**src/rtl/score_display_driver.sv**
```systemverilog
// -----------------------------------------------------------------------------
// score_display_driver
//
// Converts the scoreboard counter value (0-99) into two registered BCD digits
// with a sequential shift-add-3 (double-dabble) FSM, then time-multiplexes the
// digits onto a shared 7-segment bus with one-hot digit enables.
//
// Ports:
//   clk_i        in   1   system clock, rising edge
//   rst_n_i      in   1   asynchronous active-low reset
//   value_i      in   BW  counter value to display (clamped to 99)
//   seg_o        out  7   segment drive, active-high, {g,f,e,d,c,b,a}
//   digit_sel_o  out  2   one-hot digit enable: 01 = ones, 10 = tens
//   bcd_tens_o   out  4   registered tens digit
//   bcd_ones_o   out  4   registered ones digit
//   busy_o       out  1   high while a conversion is in progress
// -----------------------------------------------------------------------------
module score_display_driver #(
    parameter int unsigned BW       = 7,
    parameter int unsigned MUX_DIV  = 1024,
    parameter bit          BLANK_LZ = 1'b1
) (
    input  logic          clk_i,
    input  logic          rst_n_i,
    input  logic [BW-1:0] value_i,
    output logic [6:0]    seg_o,
    output logic [1:0]    digit_sel_o,
    output logic [3:0]    bcd_tens_o,
    output logic [3:0]    bcd_ones_o,
    output logic          busy_o
);

    localparam int unsigned CW = $clog2(BW + 1);
    localparam int unsigned DW = $clog2(MUX_DIV);

    localparam logic [BW-1:0] MAX_VAL    = BW'(99);
    localparam logic [CW-1:0] LAST_SHIFT = CW'(BW - 1);
    localparam logic [DW-1:0] DIV_LAST   = DW'(MUX_DIV - 1);

    typedef enum logic [1:0] {
        IDLE,
        CONVERT,
        LOAD
    } state_t;

    state_t        state_q,    state_d;
    logic [BW-1:0] last_val_q, last_val_d;
    logic [BW-1:0] shift_q,    shift_d;
    logic [7:0]    scratch_q,  scratch_d;
    logic [CW-1:0] cnt_q,      cnt_d;
    logic [3:0]    tens_q,     tens_d;
    logic [3:0]    ones_q,     ones_d;
    logic          busy_q,     busy_d;
    logic [DW-1:0] div_q,      div_d;
    logic [1:0]    sel_q,      sel_d;

    logic [BW-1:0] clamped;
    logic [7:0]    adj;

    assign clamped = (value_i > MAX_VAL) ? MAX_VAL : value_i;

    // ---------------------------------------------------------------------
    // Conversion FSM
    // ---------------------------------------------------------------------
    always_comb begin
        state_d    = state_q;
        last_val_d = last_val_q;
        shift_d    = shift_q;
        scratch_d  = scratch_q;
        cnt_d      = cnt_q;
        tens_d     = tens_q;
        ones_d     = ones_q;
        adj        = scratch_q;

        unique case (state_q)
            IDLE: begin
                if (clamped != last_val_q) begin
                    shift_d    = clamped;
                    last_val_d = clamped;
                    scratch_d  = '0;
                    cnt_d      = '0;
                    state_d    = CONVERT;
                end
            end
            CONVERT: begin
                // Correct each BCD nibble before the shift so it carries
                // into the next decade instead of reaching 10..15.
                adj[3:0]  = (scratch_q[3:0] >= 4'd5) ? scratch_q[3:0] + 4'd3
                                                     : scratch_q[3:0];
                adj[7:4]  = (scratch_q[7:4] >= 4'd5) ? scratch_q[7:4] + 4'd3
                                                     : scratch_q[7:4];
                scratch_d = (adj << 1) | {7'd0, shift_q[BW-1]};
                shift_d   = shift_q << 1;
                cnt_d     = cnt_q + 1'b1;
                if (cnt_q == LAST_SHIFT) begin
                    state_d = LOAD;
                end
            end
            LOAD: begin
                tens_d  = scratch_q[7:4];
                ones_d  = scratch_q[3:0];
                state_d = IDLE;
            end
            default: begin
                state_d = IDLE;
            end
        endcase

        busy_d = (state_d != IDLE);
    end

    // ---------------------------------------------------------------------
    // Digit multiplexer, free-running and independent of the FSM
    // ---------------------------------------------------------------------
    always_comb begin
        div_d = div_q + 1'b1;
        sel_d = sel_q;
        if (div_q == DIV_LAST) begin
            div_d = '0;
            sel_d = {sel_q[0], sel_q[1]};
        end
    end

    always_ff @(posedge clk_i or negedge rst_n_i) begin
        if (!rst_n_i) begin
            state_q    <= IDLE;
            last_val_q <= '0;
            shift_q    <= '0;
            scratch_q  <= '0;
            cnt_q      <= '0;
            tens_q     <= '0;
            ones_q     <= '0;
            busy_q     <= 1'b0;
            div_q      <= '0;
            sel_q      <= 2'b01;
        end else begin
            state_q    <= state_d;
            last_val_q <= last_val_d;
            shift_q    <= shift_d;
            scratch_q  <= scratch_d;
            cnt_q      <= cnt_d;
            tens_q     <= tens_d;
            ones_q     <= ones_d;
            busy_q     <= busy_d;
            div_q      <= div_d;
            sel_q      <= sel_d;
        end
    end

    // ---------------------------------------------------------------------
    // Segment decode from the registered digits
    // ---------------------------------------------------------------------
    function automatic logic [6:0] seg_code(input logic [3:0] d);
        logic [6:0] s;
        case (d)
            4'd0:    s = 7'h3F;
            4'd1:    s = 7'h06;
            4'd2:    s = 7'h5B;
            4'd3:    s = 7'h4F;
            4'd4:    s = 7'h66;
            4'd5:    s = 7'h6D;
            4'd6:    s = 7'h7D;
            4'd7:    s = 7'h07;
            4'd8:    s = 7'h7F;
            4'd9:    s = 7'h6F;
            default: s = 7'h00;
        endcase
        return s;
    endfunction

    always_comb begin
        seg_o = seg_code(ones_q);
        if (sel_q[1]) begin
            if (BLANK_LZ && (tens_q == 4'd0)) begin
                seg_o = 7'h00;
            end else begin
                seg_o = seg_code(tens_q);
            end
        end
    end

    assign digit_sel_o = sel_q;
    assign bcd_tens_o  = tens_q;
    assign bcd_ones_o  = ones_q;
    assign busy_o      = busy_q;

endmodule

```
**config.mk**
```make
export PLATFORM = sky130hd
export DESIGN_NAME = score_display_driver
export DESIGN_NICKNAME = d
export VERILOG_FILES = /design/src/rtl/score_display_driver.sv
export SDC_FILE = /design/constraint.sdc
export NUM_CORES = 1
export LEC_CHECK = 0
export ABC_CLOCK_PERIOD_IN_PS = 2500
export CORE_ASPECT_RATIO = 0.7
export CORE_UTILIZATION = 40
export DETAILED_ROUTE_END_ITERATION = 10
export HOLD_SLACK_MARGIN = 0.05
export PLACE_DENSITY_LB_ADDON = 0.2
export SETUP_SLACK_MARGIN = 0.3
export SYNTH_ARGS = -nofsm -noshare
export SYNTH_HDL_FRONTEND = slang
export SYNTH_SLANG_ARGS = --single-unit
export TNS_END_PERCENT = 10
```
**constraint.sdc**
```tcl
create_clock -name clk_i -period 2.5 [get_ports clk_i]
set_input_delay 0.5 -clock clk_i [delete_from_list [all_inputs] [get_ports clk_i]]
set_output_delay 0.5 -clock clk_i [all_outputs]
set_load 0.02 [all_outputs]
```
Word level (Yosys, flattened, before mapping)
Memory sizes are Yosys's and may differ from the RTL's. Cells that the tools add are included.

Add/subtract/negate cells: 4. $lt $le $gt $ge: 3. Eq/ne operators: 6. Muxes and demuxes: 15. Bitwise gates (word level): 1. Reductions and logical operators: 6.

Operators by type and width (number): $mux W7 (4); $pmux W8 S2 (1); $pmux W7 S2 (1); $add A10 B1 Y10 const B (1); $eq A10 B10 Y1 const B (1); $mux W10 (1); $ge A4 B3 Y1 const B (2); $mux W8 (1); $or A8 B1 Y8 (1); $gt A7 B7 Y1 const B (1); $ne A7 B7 Y1 (1); $mux W3 (2); $pmux W3 S2 (1); $add A4 B2 Y4 const B (1); $logic_not A4 Y1 (1); $mux W2 (2); $mux W4 (1); $pmux W2 S2 (1); $reduce_and A2 Y1 (2); $reduce_bool A2 Y1 (2); $add A3 B1 Y3 const B (1); $add A3 B2 Y3 const B (1); $eq A3 B3 Y1 const B (1); $eq A2 B1 Y1 const B (1); other kinds (3) (3).

Register bits after elaboration: 48. Memory bits (read-only): 224. Output and inout bits: 18. Memories: 2.

Memories: (name not given) (words 16, bits a word 7, read ports 1, clocked after memory_dff 0, write ports 0, line 155) `case (d)`; (name not given) (words 16, bits a word 7, read ports 1, clocked after memory_dff 0, write ports 0, line 155).

Depth between registers and ports, before layout
Word-level depth: 6. Gate-level depth with buffers: 7.

Worst setup path after synthesis
No wires, ideal clock.

Path kind: reg-to-output. Start: register ones_q[1] (netlist: bcd_ones_o[1]). End: output seg_o[3]. Arrival: 1756 ps. Data required time: 2000 ps. Path slack: 244 ps. Cell stages (with the launch flop): 7. Buffers on the path: 0. Cell sequence: dfrtp_1 inv_1 ha_1 or2_2 a21oi_1 a31oi_1 o22ai_1.

Longest elaborated chain between the ends: 2.

Ends and longest elaborated chain: from (decl) (line 52) `logic [3:0] ones_q, ones_d;`; from (signal assigned) (line 143) `ones_q <= ones_d;`; $mem_v2 Z16 W7; $mux W7 (line 173) `if (sel_q[1]) begin`; to (decl) (line 26) `output logic [6:0] seg_o,`.

No other way between the ends.

Final worst setup path
Start: register ones_q[0] (netlist: bcd_ones_o[0]). End: output seg_o[0].

Same word-level chain as after synthesis.

==> flow_results.org <==
** Timing
- Actual transition at the worst max-transition pin :: 0.880 ns
- Measured against its own limit, the worst slew margin works out to 41.3%.
- Setup violations remaining at the end of the flow were counted as 0.
- The number of slew-limit violations in the final report came to 0.
- Dividing the final minimum period by the clock period gives 88.6%.
- Number of hold violations in the final report :: 0
- Clock skew on the completed layout was measured at 0.00669 ns.
- Final critical path time including I/O delays and setup :: 2.21 ns
- Highest achievable clock rate :: 452 MHz
- The worst path meets setup with 0.285 ns of slack.
- Setup repair after global routing could not meet its margin everywhere.

** Power and ir drop
- Worst vdd ir :: 0.444 mV
- Lkg Pwr :: 1.62 nW
- For this design the ratio of total power to cell area is 1110 mW/mm².

** Layout
- After the last flow step, the layout net total stands at 367.
- Share of layout cells above drive strength 1 :: 23.8%
- Diode count :: 0
- For this run, the number of standard cells in the final layout without fillers is 435.
- Cells fill 51.7% of the core in the end.
- The area growth from synthesis to layout is 23.8%.
- Multi-input gate area in the final layout :: 0.00156 mm²
- Reg area :: 0.00120 mm²
- The top cell types in the final layout, fill and taps aside, are sky130_fd_sc_hd__dfrtp_1 (47), sky130_fd_sc_hd__nand2_1 (32), sky130_fd_sc_hd__buf_4 (30), sky130_fd_sc_hd__nor2_1 (24), sky130_fd_sc_hd__inv_1 (19).
- Most frequent standard cell in the layout excluding fill and tap cells :: sky130_fd_sc_hd__dfrtp_1
- The filler cells instantiated in the layout total 666.

** GRT
- Leftover overflow at the end of global routing :: 0
- For met3 alone, demand over resource in global routing was 3.74%.
- Via count of the first global-routing pass :: 2127
- Global routing used 17.9% of the available tracks.
- Met2 track demand over resource in global routing :: 25.6%
- After global routing, the most crowded layer is met1.
- The initial antenna violation count came to 0.
- For met1 alone, demand over resource in global routing was 28.0%.
- Global-route wire length before repair :: 10300 µm
- Entering global routing, the biggest net connects 40 pins.

** Status
- The flow ran to the end, and the final reports show no timing, DRC or antenna violations.

** Logic synthesis
- Count of flip-flops with a built-in enable after synthesis :: 0
- Syn Area/Cell :: 9.89 µm²
- Leading register cell type out of synthesis :: sky130_fd_sc_hd__dfrtp_1
- Distinct cell type count of the synthesized netlist :: 56
- The cell area that synthesis handed to floorplanning was 0.00285 mm².
- Net count after synthesis :: 315
- Cell count after synthesis :: 288
- Sequential elements use 42.2% of the synthesized area.
- During synthesis, Yosys emitted a total of 0 warnings.
- Share of flip-flops with an asynchronous set or reset after synthesis :: 100%
- Flip-flop and latch count after synthesis :: 48

** Routing
- In the routed design, unresolved DRC markers number 0.
- The detailed router finished its first iteration with 84 violations.
- Dividing the detail-routed via count by the number of cells gives 5.16.
- The final layout contains routed wiring with a total length of 6350 µm.
- Once detail routing completed, the nets flagged for antenna violations numbered 0.
- The first TritonRoute pass finished after 4 iterations.
- Summing over every cut layer, the via total after detailed routing is 2244.
- Dividing the detail-routed wire length by the instance count gives 14.6 µm.

** Die
- DIE AREA :: 0.00747 mm²
- Die height :: 72.6 µm
- Starting density of the core :: 41.8%
- Floorplan Core Area :: 0.00682 mm²
- DIE WIDTH :: 103 µm
- Ports :: 27
- FP Rows :: 25

** CTS
- Hold_buf cts :: 0
- Clock Tree Root :: sky130_fd_sc_hd__clkbuf_8
- Clock latency on the worst-skew pair, taken at its later pin, is 0.30 ns.
- Maximum clock path buffer count :: 2
- Clock Pin Slew Worst Setup and Hold Paths :: 0.09 ns
- H-tree levels :: 2
- TritonCTS buffer count :: 5
- TritonCTS built the clock tree.
- Number of sinks driven by the clock tree :: 48

** Worst setup path
- Reg-to-reg endpoint :: scratch_q[1]
- STA puts the critical path data arrival time at 1.71 ns.
- Worst reg-to-reg path cell count :: 7
- The worst register-to-register path begins at last_val_q[3].
- The critical path goes through ha_1 > or2_2 > a21oi_2 > nor2_1 > o22ai_1 > buf_4.
- Worst setup slack for register-to-register paths :: 0.61 ns
- Required time worst endpoint :: 2.00 ns
- Critical-path cell with the highest stage delay :: sky130_fd_sc_hd__dfrtp_1
- CP Capture Type :: output pin
- Kind of critical path :: reg2out
- Critical path peak fanout :: 3
- CP max stage delay :: 0.41 ns
- CP Launch Type :: flip-flop

** Placement
- Once detailed placement completed, the half-perimeter wirelength came to 4580 µm.
- Number of placed instances, taps included :: 424
- Routability-driven placement finished with a final weighted congestion of 0.783.
- During placement, the flow inserted port buffers numbering 26.
- Pre-CTS setup slack :: -0.123 ns

** Run
- Max Cap Violations :: 0

** Hold path
- The min-delay analysis places its worst path in the category in2async.
state kept, by name, summed over array words and instances, names as in the netlist:
register / flops
digit_sel_o: 2
bcd_ones_o: 4
cnt_q: 3
bcd_tens_o: 4
div_q: 10
scratch_q: 8
busy_o: 1
shift_q: 7
last_val_q: 7
state_q: 2
power breakdown:
part,internal (mW),switching [mW]
sequential,1.02,0.262
combinational,0.961,1.17
clock,0.224,0.271
stage by stage:
stage / cell area (µm²) / power (mW) / TNS (ns) / hold WS (ns)
floorplan: 2850 / 2.63 / 0 / 0.204
global placement: 3360 / 3.32 / -0.748 / 0.458
detailed placement: 3360 / 3.37 / -1.59 / 0.460
CTS: 3470 / 3.86 / 0 / 0.338
global route: 3530 / 4.20 / 0 / 0.386
finish: 3530 / 3.91 / 0 / 0.312
worst max-delay path, delay by kind of cell (launching register included):
| kind | cells | cell delay (ns) |
|---|---|---|
| flops | 1 | 0.41 |
| simple gates | 2 | 0.38 |
| compound gates | 2 | 0.27 |
| fa+ha+maj | 1 | 0.20 |
| buf+inv | 1 | 0.17 |
logic make-up after synthesis:
group	share of synthesized area, %
xor gates and xnor gates	4.92
DFF	42.2
and+or+nand+nor	15.7
muxes	3.78
AOI/OAI and AO/OA	19.9
buffers and inverters	5.58
adders and majority gates	7.91
cell type report:
cell class / instances / share of cell area [%]
multi-input combinational: 209 / 44.3
clock buffer: 6 / 2.34
timing repair buffer: 56 / 13.3
clock inverter: 2 / 0.426
tap: 94 / 3.34
sequential: 48 / 34.1
inverter: 20 / 2.20
routing by layer:
metal  routed length, µm  vias to the layer above
met5                   0                        -
met4                  25                        0
met3                 155                        2
met2                2660                       21
met1                3520                     1103
li1                    -                     1118
Yosys cell counts, types with 3 or more instances:
cell type / n / share of area, %
sky130_fd_sc_hd__xor2_1: 10 / 3.1
sky130_fd_sc_hd__inv_1: 19 / 2.5
sky130_fd_sc_hd__dfrtp_1: 47 / 41
sky130_fd_sc_hd__nor2_1: 24 / 3.2
sky130_fd_sc_hd__ha_1: 18 / 7.9
sky130_fd_sc_hd__mux2_2: 6 / 2.4
sky130_fd_sc_hd__o2bb2ai_1: 3 / 0.92
sky130_fd_sc_hd__nand2_1: 33 / 4.3
sky130_fd_sc_hd__o21ai_0: 12 / 2.1
sky130_fd_sc_hd__buf_6: 3 / 1.2
sky130_fd_sc_hd__a22o_1: 3 / 0.92
sky130_fd_sc_hd__nor3_1: 4 / 0.70
sky130_fd_sc_hd__o22ai_1: 9 / 2.0
sky130_fd_sc_hd__mux2i_1: 4 / 1.4
sky130_fd_sc_hd__a31oi_1: 4 / 0.88
sky130_fd_sc_hd__xnor2_1: 6 / 1.8
sky130_fd_sc_hd__nand2b_1: 7 / 1.5
sky130_fd_sc_hd__a22o_2: 4 / 1.4
sky130_fd_sc_hd__a21oi_1: 12 / 2.1
sky130_fd_sc_hd__nor2b_1: 3 / 0.66
sky130_fd_sc_hd__a221oi_1: 3 / 0.92
sky130_fd_sc_hd__clkbuf_1: 7 / 0.92
sky130_fd_sc_hd__nand3_1: 9 / 1.6
worst max-delay path by stage:
stage / from / endpoint / slack, ns
2_1_floorplan: bcd_ones_o[1] / seg_o[0] / 0.25
3_3_place_gp: value_i[6] / scratch_q[1] / -0.10
3_5_place_dp: value_i[2] / scratch_q[0] / -0.12
4_1_cts: bcd_tens_o[1] / seg_o[6] / 0.20
5_1_grt: bcd_ones_o[0] / seg_o[0] / 0.20
6_report: bcd_ones_o[0] / seg_o[0] / 0.29
what timing repair did:
action / in CTS / in global routing
pin swaps: 2 / 9
cloned: 0 / 1
resized for setup: 24 / 22
hold endpoints to repair: 0 / 0
setup endpoints to repair: 26 / 29
setup buffers: 1 / 1
No activity file was read; power rests on OpenSTA's default activity.
==> patch 1 (config.mk and constraints unchanged) <==
Reset style: synchronous (`rst_n_i`), changed in one clocked block. Comments in the files are not updated.
--- a/src/rtl/score_display_driver.sv
+++ b/src/rtl/score_display_driver.sv
@@ -121,7 +121,7 @@
         end
     end
 
-    always_ff @(posedge clk_i or negedge rst_n_i) begin
+    always_ff @(posedge clk_i) begin
         if (!rst_n_i) begin
             state_q    <= IDLE;
             last_val_q <= '0;
Behaviour: differs if rst_n_i is asserted again (counterexample within 4 cycles, from zero or initial values and one cycle with rst_n_i low); with rst_n_i held inactive, the same outputs for 10 cycles.
==> patch 1 against the unedited design <==
Final area up 6.9%. Sequential cell count up 14. Wire length increased by 1.4%. Setup slack improved by 0.039 ns. Sequential share of layout area down 1.2 points. Clock skew increased by 0.0022 ns. Synthesized area grew 7.8%. Critical path type unchanged.
Power is not compared: it rests on default switching activity, and its combinational part moved more than twofold at a synthesized area within 25%.
==> patch 1: results (changes against the unedited design) <==
- H-tree levels: 3 (was 2)
- Across the VDD grid, the largest voltage drop is 0.303 mV.
* CTS buffer count: 9 (was 5)
- The clock latency at the later pin of the worst-skew pair was 0.33 ns (was 0.30 ns).
* Clock Skews: 0.00893 ns (was 0.00669 ns)
- Status: complete, no violations (unchanged)
* DR WL/cell: 12.9 µm (was 14.6 µm)
- Yosys warnings: 0 (unchanged)
* Top area cells in the synthesized netlist: dfxtp_1 (40%), ha_1 (7.7%), mux2i_1 (6.8%) (was dfrtp_1 (41%), ha_1 (7.9%), nand2_1 (4.3%))
- Proportion of layout cells with a drive suffix above 1: 14.4% (was 23.8%)
- Most frequent cells after synthesis: dfxtp_1 (62), nand2_1 (56), nor2_1 (24) (was dfrtp_1 (47), nand2_1 (33), nor2_1 (24), inv_1 (19), ha_1 (18)).
- The number of antenna violations at the first check in global routing came to 0 (unchanged).
- Clock transition at the register clock pins on the worst setup and hold paths after CTS: 0.07 ns (was 0.09 ns)
- The analysis attributes to cell leakage a power of 1.59 nW.
- The critical path data arrival time is 1.68 ns (was 1.71 ns).
- Seq/Total Area, Yosys: 40.4% (was 42.2%)
- The number of library cell types mapped by synthesis was 47 (was 56).
* Fin nets: 426 (was 367)
- Buffers from clock root to sink, at most: 2 (unchanged)
- Proportion of synthesized flip-flops having asynchronous set or reset: 0% (was 100%)
- The worst hold path class was reg -> reg (was in -> async).
- The total inserted antenna cells came to 0 (unchanged).
- The top flip-flop cell by instance count after synthesis is dfxtp_1 (was dfrtp_1).
* Mapped Nets: 382 (was 315)
- The via count of the routed design came to 2430 (was 2244).
- The global-route usage over all layers came to 17.6% (was 17.9%).
* Initial DRC Count: 112 (was 84)
- Pin slew with the least headroom to its limit: 0.393 ns (was 0.880 ns)
* GPL Wtd Cong: 0.798 (was 0.783)
* Root Buffer Master: clkbuf_8 (unchanged)
- Pre-Repair DR Iteration Count: 4 (unchanged)
* Maximum number of pins on one net before global-route repair: 25 (was 40)
- The critical-path maximum fanout is 6 (was 3).
* Number of global-route vias before repair: 2312 (was 2127)
* Post-detailed-placement half-perimeter wirelength: 4810 µm (was 4580 µm)
- The global-route wire length before repair came to 10900 µm (was 10300 µm).
- IO Port Bufs: 26 (unchanged)
## patch 1: cell types whose count changed in the layout (fill, tap and decap cells not counted), sizes merged, moves of 7 or more
cell,unedited run,this run
dfxtp,0,62
dfrtp,47,0
nand2,33,56
mux2i,4,21
o21ai,12,26
buf,36,23
inv,20,30
a22o,7,0
## patch 1: through the flow
step                instance area, µm²  setup WS (ns)  cells
detailed placement                3540         -0.213    484
global route                      3770          0.221    500
global placement                  3540         -0.172    484
finish                            3770          0.324    500
floorplan                         3070          0.361    354
CTS                               3750          0.204    500
## patch 1: cell families (layout without fill, tap and decap cells)
kind of cell / after synthesis / in the layout / share of synthesized area, %
flops: 62 / 62 / 40.4
simple gates: 118 / 118 / 17.4
xor+xnor: 13 / 13 / 3.71
mux: 26 / 26 / 8.68
buf+inv: 44 / 92 / 6.07
fa+ha+maj: 19 / 19 / 7.74
compound gates: 72 / 72 / 16.0
## patch 1: critical path, stage by stage (launching register included)
cell and delay [ns]:
dfxtp_1 0.33, o41a_1 0.52, nand2_1 0.12, o21ai_1 0.06, dlygate4sd2_1 0.31
## patch 1: area by class of cell
cell class,count,area (µm²)
clock buffers,12,165
clock inverters,3,42.5
fillers,708,3580
inverters,30,113
multi-input cells,248,1660
flip-flops and latches,62,1240
well taps,98,123
repair buffers,47,430
## patch 1: power breakdown
| part | internal [mW] | switching (mW) | total [mW] | leakage, nW |
|---|---|---|---|---|
| clock network | 0.535 | 0.374 | 0.909 | 0.104 |
| logic | 0.0800 | 0.0935 | 0.173 | 0.986 |
| registers | 1.01 | 0.0219 | 1.04 | 0.505 |
## patch 1: path summary, 6_finish.rpt
path,from,endpoint,slack (ns),depth (start not counted)
setup / recovery,bcd_tens_o[3]$_SDFFE_PN0P_,seg_o[0],0.32,4
hold / removal,shift_q[1]$_SDFFE_PN0P_,shift_q[1]$_SDFFE_PN0P_,0.46,2
setup reg to reg,state_q[1]$_SDFF_PN0_,register,0.51,8
hold reg to reg,shift_q[1]$_SDFFE_PN0P_,shift_q[1]$_SDFFE_PN0P_,0.46,2
## patch 1: routing by layer
layer	vias up	GRT usage, %	wire (µm)
met5	-	0	0
met4	0	6.39	35
met3	2	4.45	174
met2	27	26.2	2650
met1	1110	24.8	3580
li1	1291	-	-
## patch 1: what timing repair did
item                                    in CTS  in global routing
endpoints found under the setup margin      34                 34
pin swaps                                    3                  4
hold endpoints to repair                     0                  0
buffers inserted                             1                  0
gates resized for setup                     13                 10
==> patch 2 (same flow settings) <==
Without the edit above. Change the parameter `BLANK_LZ` from 1'b1 to 1'b0.
--- a/src/rtl/score_display_driver.sv
+++ b/src/rtl/score_display_driver.sv
@@ -18,7 +18,7 @@
 module score_display_driver #(
     parameter int unsigned BW       = 7,
     parameter int unsigned MUX_DIV  = 1024,
-    parameter bit          BLANK_LZ = 1'b1
+    parameter bit          BLANK_LZ = 1'b0
 ) (
     input  logic          clk_i,
     input  logic          rst_n_i,
Check against the original RTL: no difference found for any inputs over 10 cycles, from zero or initial values and one cycle with rst_n_i low; that may be too few to reach the edited logic, so the function may still have changed.
==> patch 2 against the unedited design <==
Final area increased by 0.67%. Via count up 1.7%. Synthesized area up 2.1%. Synthesized cell count up 4.5%. Wire length fell by 3.2%. Total power down 0.81%. Setup slack improved by 0.019 ns. Sequential cell count is the same. Highest routed layer unchanged.
==> patch 2: results (changes against the unedited design) <==
- Cell-internal power: 2.23 mW (was 2.21 mW)
- The synthesis-to-layout area growth was 22.1% (was 23.8%).
* Area of placed instances: 3370 µm² (was 3360 µm²)
- The sequential fraction of the synthesis area is 41.4% (was 42.2%).
- Number of standard cells in the layout, taps in and fillers out: 443 (was 435)
- Worst slack after detailed placement: -0.107 ns (was -0.123 ns)
- Setup slack after layout: 0.305 ns (was 0.285 ns)
- Total Routed Length: 6150 µm (was 6350 µm)
- The setup slack of the most critical reg-to-reg path is 0.64 ns (was 0.61 ns).
* Leak Pwr: 1.66 nW (was 1.62 nW)
- The via count of the first global-routing pass was 2100 (was 2127).
- Post-Place Cells: 431 (was 424)
- The final weighted congestion in routability-driven placement is 0.802 (was 0.783).
* Worst-case headroom to the max-slew limit: 50.9% (was 41.3%)
* Initial DRC Count: 115 (was 84)
* Beginning of the worst register-to-register path: last_val_q[2]$_DFFE_PN0P_ (was last_val_q[3]$_DFFE_PN0P_)
* Top area cells in the synthesized netlist: dfrtp_1 (40%), ha_1 (8.2%), nand2_1 (5.2%) (was dfrtp_1 (41%), ha_1 (7.9%), nand2_1 (4.3%))
* Wire length of the first global-routing pass: 9940 µm (was 10300 µm)
* Pre-Repair DR Iteration Count: 4 (unchanged)
- Most frequent cells after synthesis: dfrtp_1 (47), nand2_1 (40), nor2_1 (22), ha_1 (19), inv_1 (18) (was dfrtp_1 (47), nand2_1 (33), nor2_1 (24), inv_1 (19), ha_1 (18))
* Status: complete, no violations (unchanged)
* Post-detailed-placement half-perimeter wirelength: 4480 µm (was 4580 µm)
* Unique masters post-synth: 61 (was 56)
- The post-synth net total was 329 (was 315).
- The count of filler cells inserted in the layout was 668 (was 666).
- Clock Skews: 0.00718 ns (was 0.00669 ns)
* Gate Count Post-Synth: 301 (was 288)
* Logic depth of the worst register-to-register path: 6 (was 7)
- Start point of the critical path: bcd_tens_o[1]$_DFFE_PN0N_ (was bcd_ones_o[0]$_DFFE_PN0N_)
- The via count of the routed design is 2283 (was 2244).
* Met3 Track Usage GR: 3.19% (was 3.74%)
- Proportion of layout cells with a drive suffix above 1: 20.3% (was 23.8%)
- Total track usage: 16.6% (was 17.9%)
* Endpoint of the lowest-slack register-to-register path: last_val_q[0]$_DFFE_PN0P_ (was scratch_q[1]$_DFFE_PN0P_)
- The met1 routing resource usage after global routing is 24.5% (was 28.0%).
* Worst vdd rail ir drop: 0.356 mV (was 0.444 mV)
* Fin nets: 376 (was 367)
- The maximum number of pins on one net before global-route repair was 35 (was 40).
==> patch 2: worst min-delay path by stage <==
| stage | slack (ns) | endpoint | startpoint | cells past startpoint |
|---|---|---|---|---|
| floorplan | 0.20 | bcd_ones_o[0]$_DFFE_PN0N_ | rst_n_i | 0 |
| CTS | 0.27 | div_q[1]$_DFF_PN0_ | rst_n_i | 1 |
| global route | 0.30 | div_q[3]$_DFF_PN0_ | rst_n_i | 1 |
| finish | 0.24 | div_q[3]$_DFF_PN0_ | rst_n_i | 1 |
| global placement | 0.46 | div_q[9]$_DFF_PN0_ | div_q[9]$_DFF_PN0_ | 1 |
| detailed placement | 0.46 | div_q[8]$_DFF_PN0_ | div_q[8]$_DFF_PN0_ | 1 |
==> patch 2: layout make-up <==
type | instances | area share [%]
Sequential cell | 48 | 33.9
Inverter | 21 | 2.43
Clock buffer | 5 | 1.94
Clock inverter | 3 | 1.34
Timing Repair Buffer | 51 | 12.1
Multi-Input combinational cell | 221 | 45.0
Tap cell | 94 | 3.31
==> patch 2: repair_timing <==
action	CTS	global route
pin swaps	0	3
setup buffers	3	1
setup endpoints to repair	22	32
gates resized for setup	28	21
==> patch 2: routing by layer <==
layer,wire length [µm],vias up
li1,-,1151
met1,3300,1097
met2,2650,33
met3,173,2
met4,25,0
met5,0,-
==> patch 2: kinds of logic after synthesis <==
kind of cell | count (synthesis) | share of synthesized area, %
multiplexers | 9 | 3.49
flip-flops | 48 | 41.4
XOR/XNOR | 15 | 4.52
AND/OR/NAND/NOR | 104 | 17.8
AO/OA/AOI/OAI | 74 | 19.2
buffers and inverters | 32 | 5.42
adder cells (fa/ha/maj) | 19 | 8.18
==> patch 2: power groups by stage <==
stage          Sequential (mW)  Clock [mW]  Combinational (mW)
2_1_floorplan             1.27           0                1.33
3_3_place_gp              1.28           0                1.98
3_5_place_dp              1.28           0                2.01
4_1_cts                   1.26       0.580                2.04
5_1_grt                   1.30       0.615                2.25
6_report                  1.26       0.565                2.05
==> patch 2: critical path, stage by stage, from the launching register on <==
cell and delay [ns]:
dfrtp_1 0.40, buf_4 0.15, nand2b_2 0.20, o21a_1 0.14
o221ai_2 0.20, o31a_1 0.16, buf_2 0.16
